`config.mk`:
```
export PLATFORM = sky130hd
export DESIGN_NAME = iomem_timer
export DESIGN_NICKNAME = d
export VERILOG_FILES = /design/src/rtl/iomem_timer.sv
export SDC_FILE = /design/constraint.sdc
export NUM_CORES = 1
export LEC_CHECK = 0
export ABC_AREA = 1
export BUFFER_PORTS_ARGS = -buffer_cell sky130_fd_sc_hd__buf_2
export CAP_MARGIN = 20
export CORE_AREA = 8 8 86 145
export DETAILED_ROUTE_END_ITERATION = 10
export DIE_AREA = 0 0 94 153
export PLACE_DENSITY = 0.92
export SLEW_MARGIN = 20
export SYNTH_ARGS = -nofsm -noshare
export SYNTH_HDL_FRONTEND = slang
export SYNTH_SLANG_ARGS = --single-unit
```
`constraint.sdc`:
```
create_clock -name clk -period 3.85 [get_ports clk]
set_input_delay 0.9625 -clock clk [delete_from_list [all_inputs] [get_ports clk]]
set_output_delay 0.9625 -clock clk [all_outputs]
set_load 0.01 [all_outputs]
```
`src/rtl/iomem_timer.sv`:
```
// iomem_timer: memory-mapped down-counting timer responding on the SoC iomem bus.
// Optional feature: define IOMEM_TIMER_PRESCALER_EN to add the 16-bit PRESCALE
// register (offset 0x10) and its prescale counter; otherwise the timer ticks every cycle.
module iomem_timer #(
    parameter logic [31:0] BASE_ADDR = 32'h0300_0000
) (
    input  logic        clk,
    input  logic        resetn,
    input  logic        iomem_valid,
    input  logic [3:0]  iomem_wstrb,
    input  logic [31:0] iomem_addr,
    input  logic [31:0] iomem_wdata,
    output logic        iomem_ready,
    output logic [31:0] iomem_rdata,
    output logic        irq_out
);

    localparam int unsigned DATA_W = 32;
    localparam int unsigned STRB_W = 4;
    localparam int unsigned IDX_W  = 3;
    localparam int unsigned PRE_W  = 16;

    localparam logic [IDX_W-1:0] IDX_CTRL     = IDX_W'(0);
    localparam logic [IDX_W-1:0] IDX_COUNT    = IDX_W'(1);
    localparam logic [IDX_W-1:0] IDX_RELOAD   = IDX_W'(2);
    localparam logic [IDX_W-1:0] IDX_STATUS   = IDX_W'(3);
`ifdef IOMEM_TIMER_PRESCALER_EN
    localparam logic [IDX_W-1:0] IDX_PRESCALE = IDX_W'(4);
`endif

    // Architectural state
    logic              en;
    logic              autoreload;
    logic              irqen;
    logic [DATA_W-1:0] count;
    logic [DATA_W-1:0] reload;
    logic              expired;
`ifdef IOMEM_TIMER_PRESCALER_EN
    logic [PRE_W-1:0]  prescale;
    logic [PRE_W-1:0]  pcnt;
    logic [PRE_W-1:0]  prescale_nxt;
    logic [PRE_W-1:0]  pcnt_nxt;
`endif

    // Next-state and decode signals
    logic              sel_c;
    logic              access_c;
    logic              wr_c;
    logic [IDX_W-1:0]  widx_c;
    logic              tick_c;
    logic              step_c;
    logic              expire_c;
    logic              en_nxt;
    logic              autoreload_nxt;
    logic              irqen_nxt;
    logic [DATA_W-1:0] count_nxt;
    logic [DATA_W-1:0] reload_nxt;
    logic              expired_nxt;
    logic [DATA_W-1:0] rd_c;

    // Address bits that do not take part in register selection
    logic unused_addr_bits;
    assign unused_addr_bits = ^{iomem_addr[7:5], iomem_addr[1:0]};

    // Merge write data into an existing word under per-byte strobes
    function automatic logic [DATA_W-1:0] merge_bytes(
        input logic [DATA_W-1:0] old,
        input logic [DATA_W-1:0] wd,
        input logic [STRB_W-1:0] strb
    );
        logic [DATA_W-1:0] res;
        res = old;
        for (int i = 0; i < int'(STRB_W); i++) begin
            if (strb[i]) res[8*i +: 8] = wd[8*i +: 8];
        end
        return res;
    endfunction

    // Bus decode: an access is the first cycle of a selected request
    always_comb begin
        sel_c    = iomem_valid && (iomem_addr[31:8] == BASE_ADDR[31:8]);
        access_c = sel_c && !iomem_ready;
        wr_c     = access_c && (iomem_wstrb != '0);
        widx_c   = iomem_addr[4:2];
    end

    // Tick source: prescaled when the prescaler is built in, every cycle otherwise
`ifdef IOMEM_TIMER_PRESCALER_EN
    always_comb begin
        tick_c       = (pcnt == prescale);
        prescale_nxt = prescale;
        pcnt_nxt     = pcnt;
        if (en) pcnt_nxt = tick_c ? '0 : PRE_W'(pcnt + PRE_W'(1));
        if (wr_c && (widx_c == IDX_PRESCALE)) begin
            prescale_nxt = merge_bytes({16'd0, prescale}, iomem_wdata, iomem_wstrb)[PRE_W-1:0];
            pcnt_nxt     = '0;
        end
    end
`else
    always_comb begin
        tick_c = 1'b1;
    end
`endif

    // Counter, control and status next state; bus writes layered over tick updates
    always_comb begin
        step_c         = en && tick_c;
        expire_c       = step_c && (count == '0);
        en_nxt         = en;
        autoreload_nxt = autoreload;
        irqen_nxt      = irqen;
        count_nxt      = count;
        reload_nxt     = reload;
        expired_nxt    = expired;

        if (step_c) begin
            if (count != '0)     count_nxt = count - DATA_W'(1);
            else if (autoreload) count_nxt = reload;
            else                 en_nxt    = 1'b0;
        end

        if (wr_c && (widx_c == IDX_CTRL) && iomem_wstrb[0]) begin
            en_nxt         = iomem_wdata[0];
            autoreload_nxt = iomem_wdata[1];
            irqen_nxt      = iomem_wdata[2];
        end
        if (wr_c && (widx_c == IDX_COUNT))
            count_nxt = merge_bytes(count, iomem_wdata, iomem_wstrb);
        if (wr_c && (widx_c == IDX_RELOAD))
            reload_nxt = merge_bytes(reload, iomem_wdata, iomem_wstrb);
        if (wr_c && (widx_c == IDX_STATUS) && iomem_wstrb[0] && iomem_wdata[0])
            expired_nxt = 1'b0;
        // A same-cycle expiry wins over a software clear
        if (expire_c)
            expired_nxt = 1'b1;
    end

    // Read mux over the pre-edge register values
    always_comb begin
        rd_c = '0;
        case (widx_c)
            IDX_CTRL:     rd_c = {29'd0, irqen, autoreload, en};
            IDX_COUNT:    rd_c = count;
            IDX_RELOAD:   rd_c = reload;
            IDX_STATUS:   rd_c = {31'd0, expired};
`ifdef IOMEM_TIMER_PRESCALER_EN
            IDX_PRESCALE: rd_c = {16'd0, prescale};
`endif
            default:      rd_c = '0;
        endcase
    end

    // State and registered bus/interrupt outputs
    always_ff @(posedge clk or negedge resetn) begin
        if (!resetn) begin
            en          <= 1'b0;
            autoreload  <= 1'b0;
            irqen       <= 1'b0;
            count       <= '0;
            reload      <= '0;
            expired     <= 1'b0;
            iomem_ready <= 1'b0;
            iomem_rdata <= '0;
            irq_out     <= 1'b0;
`ifdef IOMEM_TIMER_PRESCALER_EN
            prescale    <= '0;
            pcnt        <= '0;
`endif
        end else begin
            en          <= en_nxt;
            autoreload  <= autoreload_nxt;
            irqen       <= irqen_nxt;
            count       <= count_nxt;
            reload      <= reload_nxt;
            expired     <= expired_nxt;
            iomem_ready <= access_c;
            iomem_rdata <= access_c ? rd_c : '0;
            irq_out     <= expire_c && irqen;
`ifdef IOMEM_TIMER_PRESCALER_EN
            prescale    <= prescale_nxt;
            pcnt        <= pcnt_nxt;
`endif
        end
    end

endmodule

```
==> results_dict.tcl, run 1 <==
set metrics [dict create \
    ctsResizeCount 0 \
    r2r-start "count[0]$_DFFE_PN0P_" \
    fp.dieH_um 153 \
    relSlewSlack_pct 46.3 \
    grt_overflow 0 \
    h-tree-depth 3 \
    synth-main-ff-cell "dfrtp_1" \
    clk-insertion-delay-late_ns 0.35 \
    start_kind "input pin" \
    finalHoldViolCount 0 \
    min_period_over_period_pct 71.9 \
    num_vias 6291 \
    synth_top_family_by_area "simple AND/OR/NAND/NOR gates" \
    path_cells "buf_2 -> inv_1 -> nand2_1 -> nor2_2 -> nand3_2 -> nor2_4 -> nand3_4 -> inv_2 -> nand2_1 -> nand2_2 -> inv_1 -> nand2_1 -> nand2_1" \
    io_buffers 99 \
    floorplan.initialDensity_pct 58.5 \
    synth_xor_area_share_pct 1.14 \
    synth_warnings 0 \
    synth_seq_cells 102 \
    synth_top_area_share_pct 41.5 \
    cts_setup_buffers 0 \
    grt_pass1_vias 6131 \
    wl_met2_mm 9.35 \
    cts_max_path_buffers 2 \
    max_stage_delay_ns 0.41 \
    dieArea_um2 14400 \
    synth_adder_area_share_pct 0.407 \
    synth_area_um2 6140 \
    end_kind "flop" \
    slowest_stage "nand3_4" \
    clk_pin_slew_ns 0.07 \
    grt_pass1_wl_mm 28.0 \
    synthTopCellsByCount "nand2_1, nor2_1, dfrtp_1" \
    crit_fanout 31 \
    synth_area_leaders "dfrtp_1, nand2_1, nor2_1, nand3_1, inv_1" \
    m1WireLength_mm 6.16 \
    required_ns 4.09 \
    area_growth_pct 13.9 \
    p_sw_uw 465 \
    antenna_found_initial 0 \
    drc 0 \
    syn_nets 984 \
    numCtsBuffers 9 \
    syn_inst 911 \
    synth_edf_count 0 \
    die_w_um 94 \
    avgSynthCellArea_um2 6.74 \
    cts_root_buffer "clkbuf_16" \
    drive_gt1_share_pct 14.9 \
    place_congestion 0.999 \
    min_from "reload[25]$_DFFE_PN0P_" \
    yosysTopAreaCell "dfrtp_1" \
    tns_ns 0 \
    rsz0062_at_grt "no" \
    powerDensity_nw_per_um2 292 \
    dr.pass1.iters 7 \
    p_leak_uw 0.00369 \
    async_flop_share_pct 100 \
    worstReg2RegEnd "count[31]$_DFFE_PN0P_" \
    worst-r2r-setup-slack_ns 1.37 \
    hold_path_class "flop to flop" \
    reg2regPathDepth 11 \
    crit_type "input pin to flop" \
    final_nets 1073 \
    power.total_uw 2050 \
    n_antenna_cell 0 \
    wirelength_mm 17.5 \
    cts_tree "built" \
    report.final.slew_viol_count 0 \
    wl_met3_um 984 \
    ios 105 \
    cp_data_arrival_time_ns 3.01 \
    max_cap_viol_count 0 \
    holdPathStages 2 \
    post-route-min-period_ns 2.77 \
    finalSetupViolations 0 \
    whs_endpoint "reload[25]$_DFFE_PN0P_" \
    ys_types 34 \
    core_um2 10500 \
    max-vdd-ir-drop_mv 0.228 \
    via_per_inst 5.54 \
    cts_hold_buf 0 \
    power_frac_comb_pct 5.3 \
    clock_sinks 102 \
    top_layer "met4" \
    netSwitchingFraction_pct 22.7 \
    yosys.area_share.simple_pct 42.2 \
    drtAntennaViolNets 0 \
    max_slew.worst_pin.slew_ns 0.804 \
    grt_max_degree 53 \
    synth_compound_area_share_pct 6.78 \
    synth_mux_area_share_pct 0 \
    p_clk_share_pct 42.4 \
    fmax_mhz 361 \
    post-dp-hpwl_mm 12.7 \
    skew_ns 0.00467 \
    outcome "finished clean" \
    grt_use_total_pct 24.3 \
    internal_power_uw 1580 \
    wl_per_cell_um 15.4 \
    crit_top_cell "nand2_1" \
    rows 50 \
    sequentialPowerShare_pct 52.3 \
    drtIter0Drc 579 \
    yosysMostFrequentCell "nand2_1" \
    ys_seq_area_share_pct 41.5 \
]
worst max path at each step:
stage | startpoint | to | slack [ns] | depth (start not counted)
final | iomem_addr[30] | count[14]$_DFFE_PN0P_ | 1.08 | 13
after global routing | iomem_addr[9] | count[14]$_DFFE_PN0P_ | 0.89 | 13
after CTS | iomem_addr[30] | count[8]$_DFFE_PN0P_ | 1.12 | 13
after detailed placement | iomem_addr[30] | count[13]$_DFFE_PN0P_ | 0.76 | 13
after global placement | iomem_addr[9] | count[8]$_DFFE_PN0P_ | 0.80 | 13
after floorplan | iomem_addr[30] | count[24]$_DFFE_PN0P_ | 1.54 | 12
routing by layer:
| metal | GRT usage [%] | vias up |
|---|---|---|
| met3 | 3.43 | 88 |
| met2 | 42.4 | 279 |
| met4 | 17.3 | 0 |
| met1 | 25.5 | 2888 |
| met5 | 0 | - |
| li1 | - | 3036 |
metrics by stage:
step | hold WS (ns) | setup WS, ns | utilization, % | std cells | area (µm²)
after CTS | 0.497 | 1.12 | 66.6 | 1135 | 7000
after detailed placement | 0.481 | 0.758 | 64.0 | 1119 | 6720
after floorplan | 0.455 | 1.54 | - | 911 | 6140
final | 0.494 | 1.08 | 66.6 | 1135 | 7000
after global placement | 0.480 | 0.805 | 64.0 | 1119 | 6720
after global routing | 0.540 | 0.890 | 66.6 | 1135 | 7000
layout make-up:
type / count / area [µm²]
clock buffers: 13 / 260
repair buffers: 109 / 586
multi-input cells: 697 / 3120
flip-flops and latches: 102 / 2550
fillers: 905 / 3510
well taps: 130 / 163
clock inverters: 3 / 18.8
inverters: 81 / 304
cell families after synthesis:
group | after synthesis
buf+inv | 112
fa+ha+maj | 2
flops | 102
xor+xnor | 8
simple gates | 606
compound gates | 81
placed cells by master (no fill, tap or decap), types with 2 or more instances in the layout:
master	netlist	layout
clkinv_2	0	2
xnor2_1	3	3
o21ai_0	16	16
ha_1	2	2
nor2_4	4	4
o21ai_1	28	28
xor2_1	5	5
nand2_4	3	3
buf_2	13	98
nand2_1	360	360
nor2_2	5	5
nand3b_1	8	8
a31oi_1	3	3
o21bai_1	2	2
nand2_2	8	8
nand4_1	17	17
clkbuf_8	0	2
clkbuf_1	5	2
inv_1	80	80
nor3_1	4	3
a21oi_1	31	31
dfrtp_1	102	102
buf_4	5	10
nand3_1	75	75
nor3_4	1	2
and2_1	2	2
clkbuf_16	0	9
nor2_1	114	114
sequential cells by signal (all words and copies together) (netlist names):
register / flops
iomem_rdata: 32
reload: 32
count: 32
irq_out: 1
expired: 1
irqen: 1
iomem_ready: 1
autoreload: 1
en: 1
worst max-delay path, delay by kind of cell:
| family | cells | cell delay (ns) |
|---|---|---|
| buf+inv | 4 | 0.54 |
| simple gates | 9 | 1.48 |
power by group through the flow:
stage / Combinational [µW] / Sequential [µW] / Clock [µW]
final: 108 / 1070 / 867
after detailed placement: 109 / 1090 / 0
after floorplan: 32.6 / 1090 / 0
after global routing: 120 / 1070 / 911
after CTS: 109 / 1070 / 868
after global placement: 106 / 1090 / 0
Note: power is estimated with default switching activity, not from simulation.
==> run 2: changes to the inputs <==
CORE_AREA = 8 8 92 157   (was 8 8 86 145)
DIE_AREA = 0 0 100 165   (was 0 0 94 153)
PLACE_DENSITY = 0.84   (was 0.92)
clock period = 2.26 ns   (was 3.85 ns; I/O delays follow)
==> run 2 against run 1 <==
  * Clock-buffer cell count fell by 1
  * Clock skew up 0.0015 ns
  * Largest power group unchanged
  * First-iteration DRC count down 23%
  * Final area rose by 5.8%
==> results_dict.tcl, run 2 (synthesis gave the netlist of run 1 again) <==
set metrics [dict create \
    p_leak_uw 0.00391 \
    cts_tree "built" \
    crit_top_cell "nand2_1" \
    powerDensity_nw_per_um2 498 \
    required_ns 2.50 \
    p_clk_share_pct 45.4 \
    crit_fanout 10 \
    dr.pass1.iters 5 \
    sequentialPowerShare_pct 49.5 \
    post-route-min-period_ns 2.09 \
    fmax_mhz 479 \
    io_buffers 99 \
    wirelength_mm 18.5 \
    rsz0062_at_grt "no" \
    cts_setup_buffers 0 \
    layout_setup_ws_ns 0.174 \
    clk-insertion-delay-late_ns 0.35 \
    rows 54 \
    reg_top3 "count x32, iomem_rdata x32, reload x32" \
    dieArea_um2 16500 \
    power_frac_comb_pct 5.1 \
    grt_max_degree 103 \
    reg2regPathDepth 11 \
    grt_pass1_wl_mm 29.9 \
    max_cap_viol_count 0 \
    n_fill_cell 1192 \
    worst-r2r-setup-slack_ns 0.17 \
    cpLargestDelayFamily "simple AND/OR/NAND/NOR gates" \
    final_nets 1115 \
    max_stage_delay_ns 0.38 \
    preCtsSetupSlack_ns -0.0493 \
    n_antenna_cell 0 \
    num_vias 6423 \
    register_area_um2 2550 \
    finalSetupViolations 0 \
    worstReg2RegEnd "reload[31]$_DFFE_PN0P_" \
    final_cell_mix "nand2_1, nor2_1, dfrtp_1, buf_2, inv_1" \
    post-dp-hpwl_mm 14.0 \
    fp.dieH_um 165 \
    area_growth_pct 20.5 \
    max_slew.worst_pin.slew_ns 0.575 \
    drtAntennaViolNets 0 \
    crit_buf_inv 2 \
    cts_root_buffer "clkbuf_16" \
    netSwitchingFraction_pct 21.6 \
    power.total_uw 3690 \
    drtIter0Drc 448 \
    multiInputGateArea_um2 3120 \
    min_period_over_period_pct 92.3 \
    crit_type "flop to flop" \
    start_kind "flop" \
    placedCellCount 1199 \
    core_um2 12300 \
    clk_pin_slew_ns 0.07 \
    finalHoldViolCount 0 \
    grt_use_total_pct 23.0 \
    r2r-start "iomem_ready$_DFF_PN0_" \
    cts_max_path_buffers 2 \
    final_common_cell "nand2_1" \
    end_kind "flop" \
    skew_ns 0.00614 \
    ios 105 \
    max-vdd-ir-drop_mv 0.310 \
    p_sw_uw 797 \
    relSlewSlack_pct 61.6 \
    antenna_found_initial 0 \
    grt_pass1_vias 6388 \
    path_cells "inv_1 -> nand2_1 -> nor2_2 -> nand3_2 -> nor2_4 -> nand2_1 -> nor2_1 -> buf_4 -> nand2_1 -> nand2_1 -> nand2_1" \
    grt_overflow 0 \
    h-tree-depth 3 \
    slowest_stage "dfrtp_1" \
    hold_path_class "input pin to async pin" \
    via_per_inst 5.29 \
    floorplan.initialDensity_pct 50.0 \
    internal_power_uw 2890 \
    final-instance-count-excl-fill 1215 \
    drive_gt1_share_pct 18.3 \
    outcome "finished clean" \
    report.final.slew_viol_count 0 \
    numCtsBuffers 9 \
    drc 0 \
    die_w_um 100 \
    cp_data_arrival_time_ns 2.33 \
    wl_per_cell_um 15.2 \
    cts_hold_buf 0 \
    place_congestion 1.00 \
    clock_sinks 102 \
]
## run 2: how the worst max path moves through the flow
stage,startpoint,slack (ns),cells past startpoint,to
2_1_floorplan,iomem_addr[30],0.35,12,count[24]$_DFFE_PN0P_
3_3_place_gp,iomem_addr[9],0.01,12,reload[25]$_DFFE_PN0P_
3_5_place_dp,iomem_addr[31],-0.05,12,reload[30]$_DFFE_PN0P_
4_1_cts,count[22]$_DFFE_PN0P_,0.15,13,count[14]$_DFFE_PN0P_
5_1_grt,iomem_ready$_DFF_PN0_,0.006,11,reload[5]$_DFFE_PN0P_
6_report,iomem_ready$_DFF_PN0_,0.17,11,reload[31]$_DFFE_PN0P_
## run 2: cell type report
type                       count  area share (%)
clock buffer                  12            3.33
clock inverter                 4           0.946
inverter                      81            4.10
multi-input combinational    697            42.2
sequential                   102            34.5
tap                          168            2.84
timing repair buffer         151            12.2
## run 2: power by group through the flow
stage | sequential (µW) | clock [µW] | combinational (µW)
after floorplan | 1860 | 0 | 55.6
after global placement | 1860 | 0 | 187
after detailed placement | 1860 | 0 | 190
after CTS | 1820 | 1670 | 191
after global routing | 1820 | 1750 | 211
final | 1820 | 1670 | 189
## run 2: routing by layer
layer / track usage (%) / wire length, µm / vias to the layer above
met5: 0 / 0 / -
met4: 15.5 / 931 / 0
met3: 3.33 / 870 / 67
met2: 41.9 / 10100 / 217
met1: 23.5 / 6540 / 3015
li1: - / - / 3124
## run 2: what timing repair did
item | CTS | global route
endpoints found under the hold margin | 0 | 0
gates resized for setup | 0 | 1
endpoints found under the setup margin | 0 | 3
## run 2: per-stage QoR
| step | setup TNS, ns | instance area, µm² | hold slack, ns | utilization, % |
|---|---|---|---|---|
| 2_1_floorplan | 0 | 6140 | 0.269 | - |
| 3_3_place_gp | 0 | 7090 | 0.478 | 57.6 |
| 3_5_place_dp | -0.298 | 7090 | 0.493 | 57.6 |
| 4_1_cts | 0 | 7400 | 0.297 | 60.2 |
| 5_1_grt | 0 | 7410 | 0.299 | 60.2 |
| 6_report | 0 | 7410 | 0.260 | 60.2 |
==> run 3: changes to the inputs <==
CORE_AREA = 8 8 118 201   (was 8 8 92 157)
DIE_AREA = 0 0 126 209   (was 0 0 100 165)
PLACE_DENSITY = 0.58   (was 0.84)
==> run 3 against run 2 <==
  * Die area up 60%
  * First-iteration DRC count fell by 27%
  * Global-route usage is 7.0 points lower
  * Clock power decreased by 6%
  * Via count is 3.9% lower
  * Wire length rose by 11%
  * Hold slack lost 0.16 ns
  * Largest cell class unchanged
  * Sequential cell count unchanged
  * Maximum frequency rose by 1.6%
  * Clock skew up 0.0044 ns
  * Highest routed layer unchanged
  * Final area grew 2.9%
  * Total power shrank 2.6%
==> results_dict.tcl, run 3 (synthesis gave the netlist of run 1 again) <==
set metrics [dict create \
    via_per_inst 4.70 \
    multiInputGateArea_um2 3120 \
    path_cells "inv_1 -> ha_1 -> nand2_1 -> nor2_1 -> nand2_2 -> nor2_4 -> nand2_2 -> nand2_4 -> nand2_8 -> nand2_2 -> buf_12 -> nand2_1 -> o21ai_1" \
    finalSetupViolations 0 \
    dr.pass1.iters 5 \
    cts_hold_buf 0 \
    h-tree-depth 3 \
    report.final.slew_viol_count 0 \
    crit_fanout 10 \
    clock_sinks 102 \
    antenna_found_initial 0 \
    floorplan.initialDensity_pct 29.5 \
    crit_buf_inv 2 \
    fin_worst_hold_slack_ns 0.103 \
    reg2regPathDepth 13 \
    fmax_mhz 487 \
    core_um2 20800 \
    drc 0 \
    reg_top3 "count x32, iomem_rdata x32, reload x32" \
    slowest_stage "dfrtp_1" \
    wl_per_cell_um 15.6 \
    crit_top_cell "nand2_2" \
    end_kind "flop" \
    io_buffers 99 \
    wirelength_mm 20.4 \
    worst-r2r-setup-slack_ns 0.21 \
    powerDensity_nw_per_um2 471 \
    dieArea_um2 26300 \
    power.total_uw 3590 \
    cts_max_path_buffers 2 \
    cp_data_arrival_time_ns 2.33 \
    grt_use_total_pct 16.0 \
    die_w_um 126 \
    final_common_cell "nand2_1" \
    outcome "finished clean" \
    cp_num_cells 13 \
    clk_pin_slew_ns 0.07 \
    fp.dieH_um 209 \
    cts_setup_buffers 0 \
    relSlewSlack_pct 66.1 \
    placedCellCount 1298 \
    clk-insertion-delay-late_ns 0.36 \
    grt_overflow 0 \
    p_leak_uw 0.00397 \
    cts_tree "built" \
    area_growth_pct 24.0 \
    required_ns 2.54 \
    rows 70 \
    ctsResizeCount 0 \
    grt_max_degree 62 \
    min_period_over_period_pct 90.8 \
    place_congestion 0.923 \
    num_vias 6175 \
    post-dp-hpwl_mm 16.2 \
    drive_gt1_share_pct 19.6 \
    crit_type "flop to flop" \
    utilization_pct 36.6 \
    start_kind "flop" \
    post-route-min-period_ns 2.05 \
    finalHoldViolCount 0 \
    cts_root_buffer "clkbuf_16" \
    ios 105 \
    skew_ns 0.0105 \
    final_nets 1130 \
    register_area_um2 2550 \
    cpLargestDelayFamily "simple AND/OR/NAND/NOR gates" \
    grt_pass1_vias 6347 \
    numCtsBuffers 9 \
    r2r-start "count[0]$_DFFE_PN0P_" \
    max_slew.worst_pin.slew_ns 0.504 \
    rsz0062_at_grt "no" \
    max-vdd-ir-drop_mv 0.301 \
    max_cap_viol_count 0 \
    grt_pass1_wl_mm 32.9 \
    worstReg2RegEnd "count[9]$_DFFE_PN0P_" \
    final_cell_mix "nand2_1, nor2_1, dfrtp_1, buf_2, inv_1" \
    drtAntennaViolNets 0 \
    drtIter0Drc 325 \
    hold_path_class "input pin to async pin" \
    max_stage_delay_ns 0.41 \
    final-instance-count-excl-fill 1314 \
    tns_ns 0 \
    n_fill_cell 2319 \
    n_antenna_cell 0 \
]
[run 3: final cells by class]
cell class | instances | share of cell area (%)
multi-input combinational | 697 | 40.9
clock buffer | 10 | 3.00
inverter | 81 | 3.99
tap | 252 | 4.14
clock inverter | 6 | 0.821
timing repair buffer | 166 | 13.6
sequential | 102 | 33.5
[run 3: layer usage]
layer	part of all wire, %	vias up	track usage [%]	wire length (µm)
met2	56	120	31.0	11500
li1	-	3160	-	-
met3	2.9	30	2.40	592
met1	37	2865	15.6	7470
met4	4.1	0	8.84	846
met5	0	-	0	0
[run 3: how the worst max path moves through the flow]
stage                               startpoint                      to
after global placement           iomem_addr[9]  reload[25]$_DFFE_PN0P_
after CTS                 count[0]$_DFFE_PN0P_   count[28]$_DFFE_PN0P_
after floorplan                 iomem_addr[30]   count[24]$_DFFE_PN0P_
after global routing      count[0]$_DFFE_PN0P_   count[10]$_DFFE_PN0P_
after detailed placement         iomem_addr[9]  reload[30]$_DFFE_PN0P_
final                     count[0]$_DFFE_PN0P_    count[9]$_DFFE_PN0P_
[run 3: report_power, final]
| part | internal [µW] | switching, µW |
|---|---|---|
| Sequential | 1820 | 0.00127 |
| Combinational | 68.7 | 128 |
| Clock | 855 | 715 |
| Total | 2750 | 843 |
[run 3: worst reg2reg max path: stages, from the launching register on]
cell,delay (ns)
dfrtp_1,0.41
inv_1,0.14
ha_1,0.23
nand2_1,0.07
nor2_1,0.13
nand2_2,0.09
nor2_4,0.17
nand2_2,0.10
nand2_4,0.09
nand2_8,0.08
nand2_2,0.19
buf_12,0.15
nand2_1,0.04
o21ai_1,0.08
[run 3: stage by stage]
step | worst slack, ns | instance area [µm²]
finish | 0.207 | 7620
global route | 0.0177 | 7620
floorplan | 0.345 | 6140
CTS | 0.183 | 7620
detailed placement | -0.0816 | 7330
global placement | -0.0355 | 7330
